[src/rtl/ram_arb_pkg.sv]
// Shared constants for the two-requester RAM arbiter: default widths and
// requester index values used by the round-robin pointers.
package ram_arb_pkg;
  localparam int DW_DEF = 32;
  localparam int AW_DEF = 12;
  localparam int REQ_M0 = 0;
  localparam int REQ_M1 = 1;
endpackage

[src/rtl/ram_arbiter_rr_arb2.sv]
// Two-way round-robin arbiter. A lone requester wins at once; on contention
// the pointer picks the winner, then moves to the loser after any grant.
module rr_arb2
  import ram_arb_pkg::*;
(
  input  logic       clk,
  input  logic       rst,
  input  logic [1:0] req,
  output logic [1:0] gnt
);
  logic       r_ptr;
  logic [1:0] w_gnt;

  always_comb begin
    w_gnt = 2'b00;
    if (!rst) begin
      if (req == 2'b11) w_gnt = r_ptr ? 2'b10 : 2'b01;
      else              w_gnt = req;
    end
  end

  // After a grant, the pointer names the requester that did not win.
  always_ff @(posedge clk) begin
    if (rst)         r_ptr <= 1'(REQ_M0);
    else if (|w_gnt) r_ptr <= w_gnt[REQ_M0];
  end

  assign gnt = w_gnt;
endmodule

[src/rtl/ram_arbiter.sv]
// Arbitrates two requesters onto a RAM with separate read and write ports.
// Handshake: a requester holds mX_req until mX_gnt=1 in the same cycle; reads
// return on mX_rvalid exactly one cycle after the grant, for one cycle.
module ram_arbiter
  import ram_arb_pkg::*;
#(
  parameter int DW = DW_DEF,
  parameter int AW = AW_DEF
) (
  input  logic          clk,
  input  logic          rst,
  input  logic          m0_req,
  input  logic          m0_we,
  input  logic [AW-1:0] m0_addr,
  input  logic [DW-1:0] m0_wdata,
  output logic          m0_gnt,
  output logic          m0_rvalid,
  output logic [DW-1:0] m0_rdata,
  input  logic          m1_req,
  input  logic          m1_we,
  input  logic [AW-1:0] m1_addr,
  input  logic [DW-1:0] m1_wdata,
  output logic          m1_gnt,
  output logic          m1_rvalid,
  output logic [DW-1:0] m1_rdata,
  output logic          ram_w_en,
  output logic [AW-1:0] ram_w_addr,
  output logic [DW-1:0] ram_w_data,
  output logic          ram_r_en,
  output logic [AW-1:0] ram_r_addr,
  input  logic [DW-1:0] ram_r_data
);
  logic [1:0] w_rd_req, w_wr_req, w_rd_gnt, w_wr_gnt;
  logic [1:0] r_rd_sel;

  assign w_rd_req = {m1_req & ~m1_we, m0_req & ~m0_we};
  assign w_wr_req = {m1_req &  m1_we, m0_req &  m0_we};

  rr_arb2 u_rd_arb (.clk(clk), .rst(rst), .req(w_rd_req), .gnt(w_rd_gnt));
  rr_arb2 u_wr_arb (.clk(clk), .rst(rst), .req(w_wr_req), .gnt(w_wr_gnt));

  assign m0_gnt = w_rd_gnt[REQ_M0] | w_wr_gnt[REQ_M0];
  assign m1_gnt = w_rd_gnt[REQ_M1] | w_wr_gnt[REQ_M1];

  always_comb begin
    ram_w_en   = 1'b0;
    ram_w_addr = '0;
    ram_w_data = '0;
    if (w_wr_gnt[REQ_M0]) begin
      ram_w_en   = 1'b1;
      ram_w_addr = m0_addr;
      ram_w_data = m0_wdata;
    end else if (w_wr_gnt[REQ_M1]) begin
      ram_w_en   = 1'b1;
      ram_w_addr = m1_addr;
      ram_w_data = m1_wdata;
    end
  end

  always_comb begin
    ram_r_en   = 1'b0;
    ram_r_addr = '0;
    if (w_rd_gnt[REQ_M0]) begin
      ram_r_en   = 1'b1;
      ram_r_addr = m0_addr;
    end else if (w_rd_gnt[REQ_M1]) begin
      ram_r_en   = 1'b1;
      ram_r_addr = m1_addr;
    end
  end

  // Remember who owns the data the RAM returns next cycle.
  always_ff @(posedge clk) begin
    if (rst) r_rd_sel <= 2'b00;
    else     r_rd_sel <= w_rd_gnt;
  end

  assign m0_rvalid = r_rd_sel[REQ_M0];
  assign m1_rvalid = r_rd_sel[REQ_M1];
  assign m0_rdata  = m0_rvalid ? ram_r_data : '0;
  assign m1_rdata  = m1_rvalid ? ram_r_data : '0;
endmodule

[config.mk]
export PLATFORM = sky130hd
export DESIGN_NAME = ram_arbiter
export DESIGN_NICKNAME = d
export VERILOG_FILES = /design/src/rtl/ram_arb_pkg.sv /design/src/rtl/ram_arbiter_rr_arb2.sv /design/src/rtl/ram_arbiter.sv
export SDC_FILE = /design/constraint.sdc
export NUM_CORES = 1
export LEC_CHECK = 0
export CORE_AREA = 2 2 97 99
export DETAILED_ROUTE_END_ITERATION = 10
export DIE_AREA = 0 0 99 101
export GPL_TIMING_DRIVEN = 0
export SLEW_MARGIN = 20
export SYNTH_ARGS = -nofsm -noshare
export SYNTH_HDL_FRONTEND = slang
export SYNTH_SLANG_ARGS = --single-unit
[constraint.sdc]
create_clock -name clk -period 4.08 [get_ports clk]
set_clock_uncertainty 0.05 [all_clocks]
set_input_delay 1.224 -clock clk [delete_from_list [all_inputs] [get_ports clk]]
set_output_delay 1.224 -clock clk [all_outputs]
set_load 0.02 [all_outputs]
==> impl_metrics.env <==
export IMPL_insertedDiodeCount=0
export IMPL_drc_errors=0
export IMPL_ant_nets=0
export IMPL_drive_gt1_frac=0.1629
export IMPL_postPlaceCellArea_sq_um=3948
export IMPL_die_x_um=99
export IMPL_period_share=0.9894
export IMPL_overflow=0
export IMPL_drt_pre_antenna_iters=4
export IMPL_ys_seq_area_frac=0.06178
export IMPL_hold_viol_final=0
export IMPL_hp_class="reg2reg"
export IMPL_vias_per_cell=4.352
export IMPL_clock_root_buffer="clkbuf_8"
export IMPL_grt_pass1_wl_um=12130
export IMPL_finalWorstPathRequiredPeriod_ps=4037
export IMPL_leakage_nw=1.614
export IMPL_power_per_cell_area_nw_per_um2=123.2
export IMPL_ys_seq_elements=4
export IMPL_dieArea_sq_um=9999
export IMPL_synth_area_sq_um=1296
export IMPL_crit_required_ps=2810
export IMPL_rsz0062_at_grt="false"
export IMPL_yosys_warnings=0
export IMPL_reg2reg_slack_ps=2790
export IMPL_gp_congestion=0.7855
export IMPL_synth_area_per_cell_sq_um=6.787
export IMPL_final_max_slew_viol_count=0
export IMPL_clockBufferDepth=2
export IMPL_fmax_ghz=0.2477
export IMPL_ys_top_cells_by_area="and2_1 (31%), a22o_1 (22%), nand2b_1 (13%), o22ai_1 (12%), dfxtp_1 (6.2%)"
export IMPL_fp_dieH_um=101
export IMPL_worst_hold_slack_ps=428.4
export IMPL_path_clk_slew_ps=30
export IMPL_hpwl_um=7066
export IMPL_clock_sinks=4
export IMPL_yosysTopAreaCell="and2_1"
export IMPL_avgRoutedWirePerCell_um=14.81
export IMPL_tightest_slew_ps=433.5
export IMPL_r2r_end="r_rd_sel[1]"
export IMPL_cap_violations=0
export IMPL_setup_viol=0
export IMPL_power_uw=473.4
export IMPL_antenna_found_initial=0
export IMPL_relSlewSlack=0.7110
export IMPL_final_cell_area_sq_um=3841
export IMPL_path_max_fanout=10
export IMPL_yosys_cell_types_count=18
export IMPL_track_usage=0.1472
export IMPL_crit_path_end_kind="output port"
export IMPL_io_buffers=251
export IMPL_grt_pass1_vias=2416
export IMPL_start_kind="primary input"
export IMPL_criticalPathCategory="in2out"
export IMPL_timing_rr_start="u_rd_arb.r_ptr"
export IMPL_clk_latency_ps=210
export IMPL_ir_drop_v=0.00005132
export IMPL_cts_hold_buf=0
export IMPL_netlist_instances=191
export IMPL_crit_arrival_ps=2760
export IMPL_htree_levels=1
export IMPL_synth_top_area_frac=0.3089
export IMPL_drt_initial_drc_count=53
export IMPL_worstSetupStartpoint="m1_we"
export IMPL_final_nets=576
export IMPL_vias=2433
export IMPL_wl_um=8277
export IMPL_outcome="finished, final reports clean"
export IMPL_grt_max_degree=11
export IMPL_cts_buffers=3
export IMPL_cts_tree="done"
export IMPL_start_util=0.1444
export IMPL_r2r_cells=4
export IMPL_syn_to_final_growth_pct=196.3
export IMPL_synth_fp_nets=317
export IMPL_row_count=35
export IMPL_num_io_pins=252
export IMPL_crit_end="m0_gnt"
export IMPL_core_area_sq_um=8977
cells in the final DEF, fill, tap and decap left out, types with 7 or more instances in the layout:
master / netlist / routed
buf_2: 5 / 46
and2_1: 64 / 64
a22o_1: 32 / 32
o22ai_1: 24 / 24
dlygate4sd2_1: 0 / 12
clkbuf_1: 10 / 9
nand2b_1: 26 / 25
clkdlybuf4s50_1: 0 / 189
buf_4: 4 / 7
per-stage QoR:
stage / setup TNS [ps] / worst slack, ps / instances / util
final: 0 / 43.06 / 559 / 0.4279
after global routing: 0 / 0.03797 / 559 / 0.4279
after CTS: 0 / 3.199 / 559 / 0.4486
after detailed placement: -25970 / -563.3 / 553 / 0.4397
after global placement: -25200 / -541.2 / 553 / 0.4397
after floorplan: 0 / 684.4 / 191 / -
worst max-delay path: stages:
cell and delay, ps:
clkdlybuf4s50_1 460, nand2b_2 250, o21bai_4 190, buf_4 210
a21oi_1 80, dlygate4sd2_1 340
logic make-up (layout without fill, tap and decap cells):
logic type      Yosys count  count (layout)  synth area share
compound gates           65              65            0.3784
simple gates            101             101            0.4826
flops                     4               4           0.06178
buf+inv                  21             278           0.07722
synth_stat cells:
library cell / instances
a21oi_1: 6
a22o_1: 32
a311oi_2: 1
and2_1: 64
buf_2: 5
buf_4: 4
clkbuf_1: 10
dfxtp_1: 4
inv_1: 2
nand2_1: 4
nand2b_1: 26
nand2b_2: 1
nand3_1: 2
nor2_1: 2
nor3b_2: 1
o21bai_1: 2
o22ai_1: 24
or3b_1: 1
state kept, by name, indices dropped and copies added, names as in the netlist:
signal / flops
r_rd_sel: 2
u_wr_arb.r_ptr: 1
u_rd_arb.r_ptr: 1
final cells by class:
type / instances / area [sq um]
Timing Repair Buffer: 254 / 2297
Fill cell: 920 / 5136
Clock buffer: 3 / 41.29
Multi-Input combinational cell: 166 / 1154
Inverter: 2 / 7.507
Tap cell: 111 / 138.9
Sequential cell: 4 / 80.08
Buffer: 19 / 122.6
power by group:
group / internal (mW) / switching [mW] / total (mW)
clock: 0.0626 / 0.0177 / 0.0803
combinational: 0.199 / 0.151 / 0.349
sequential: 0.0415 / 0.00239 / 0.0439
total: 0.303 / 0.171 / 0.473
per-layer routing:
metal | vias up | global-route usage | wire length (um)
met4 | 0 | 0.03583 | 65
met3 | 4 | 0.02635 | 636
li1 | 1197 | - | -
met2 | 123 | 0.2672 | 4221
met5 | - | 0 | 0
met1 | 1109 | 0.1794 | 3353
worst min path at each step:
stage,from,end,slack [ps],cells past startpoint
3_3_place_gp,u_rd_arb.r_ptr,u_rd_arb.r_ptr,410,2
6_report,u_rd_arb.r_ptr,u_rd_arb.r_ptr,430,2
2_1_floorplan,u_rd_arb.r_ptr,u_rd_arb.r_ptr,390,2
5_1_grt,u_rd_arb.r_ptr,u_rd_arb.r_ptr,460,2
4_1_cts,u_rd_arb.r_ptr,u_rd_arb.r_ptr,430,2
3_5_place_dp,u_rd_arb.r_ptr,u_rd_arb.r_ptr,420,2
timing repair:
action | CTS | global route
setup endpoints to repair | 60 | 33
gates resized for setup | 194 | 35
pin swaps | 2 | 0
setup buffers | 3 | 0
Power figures use the tool's default switching activity.
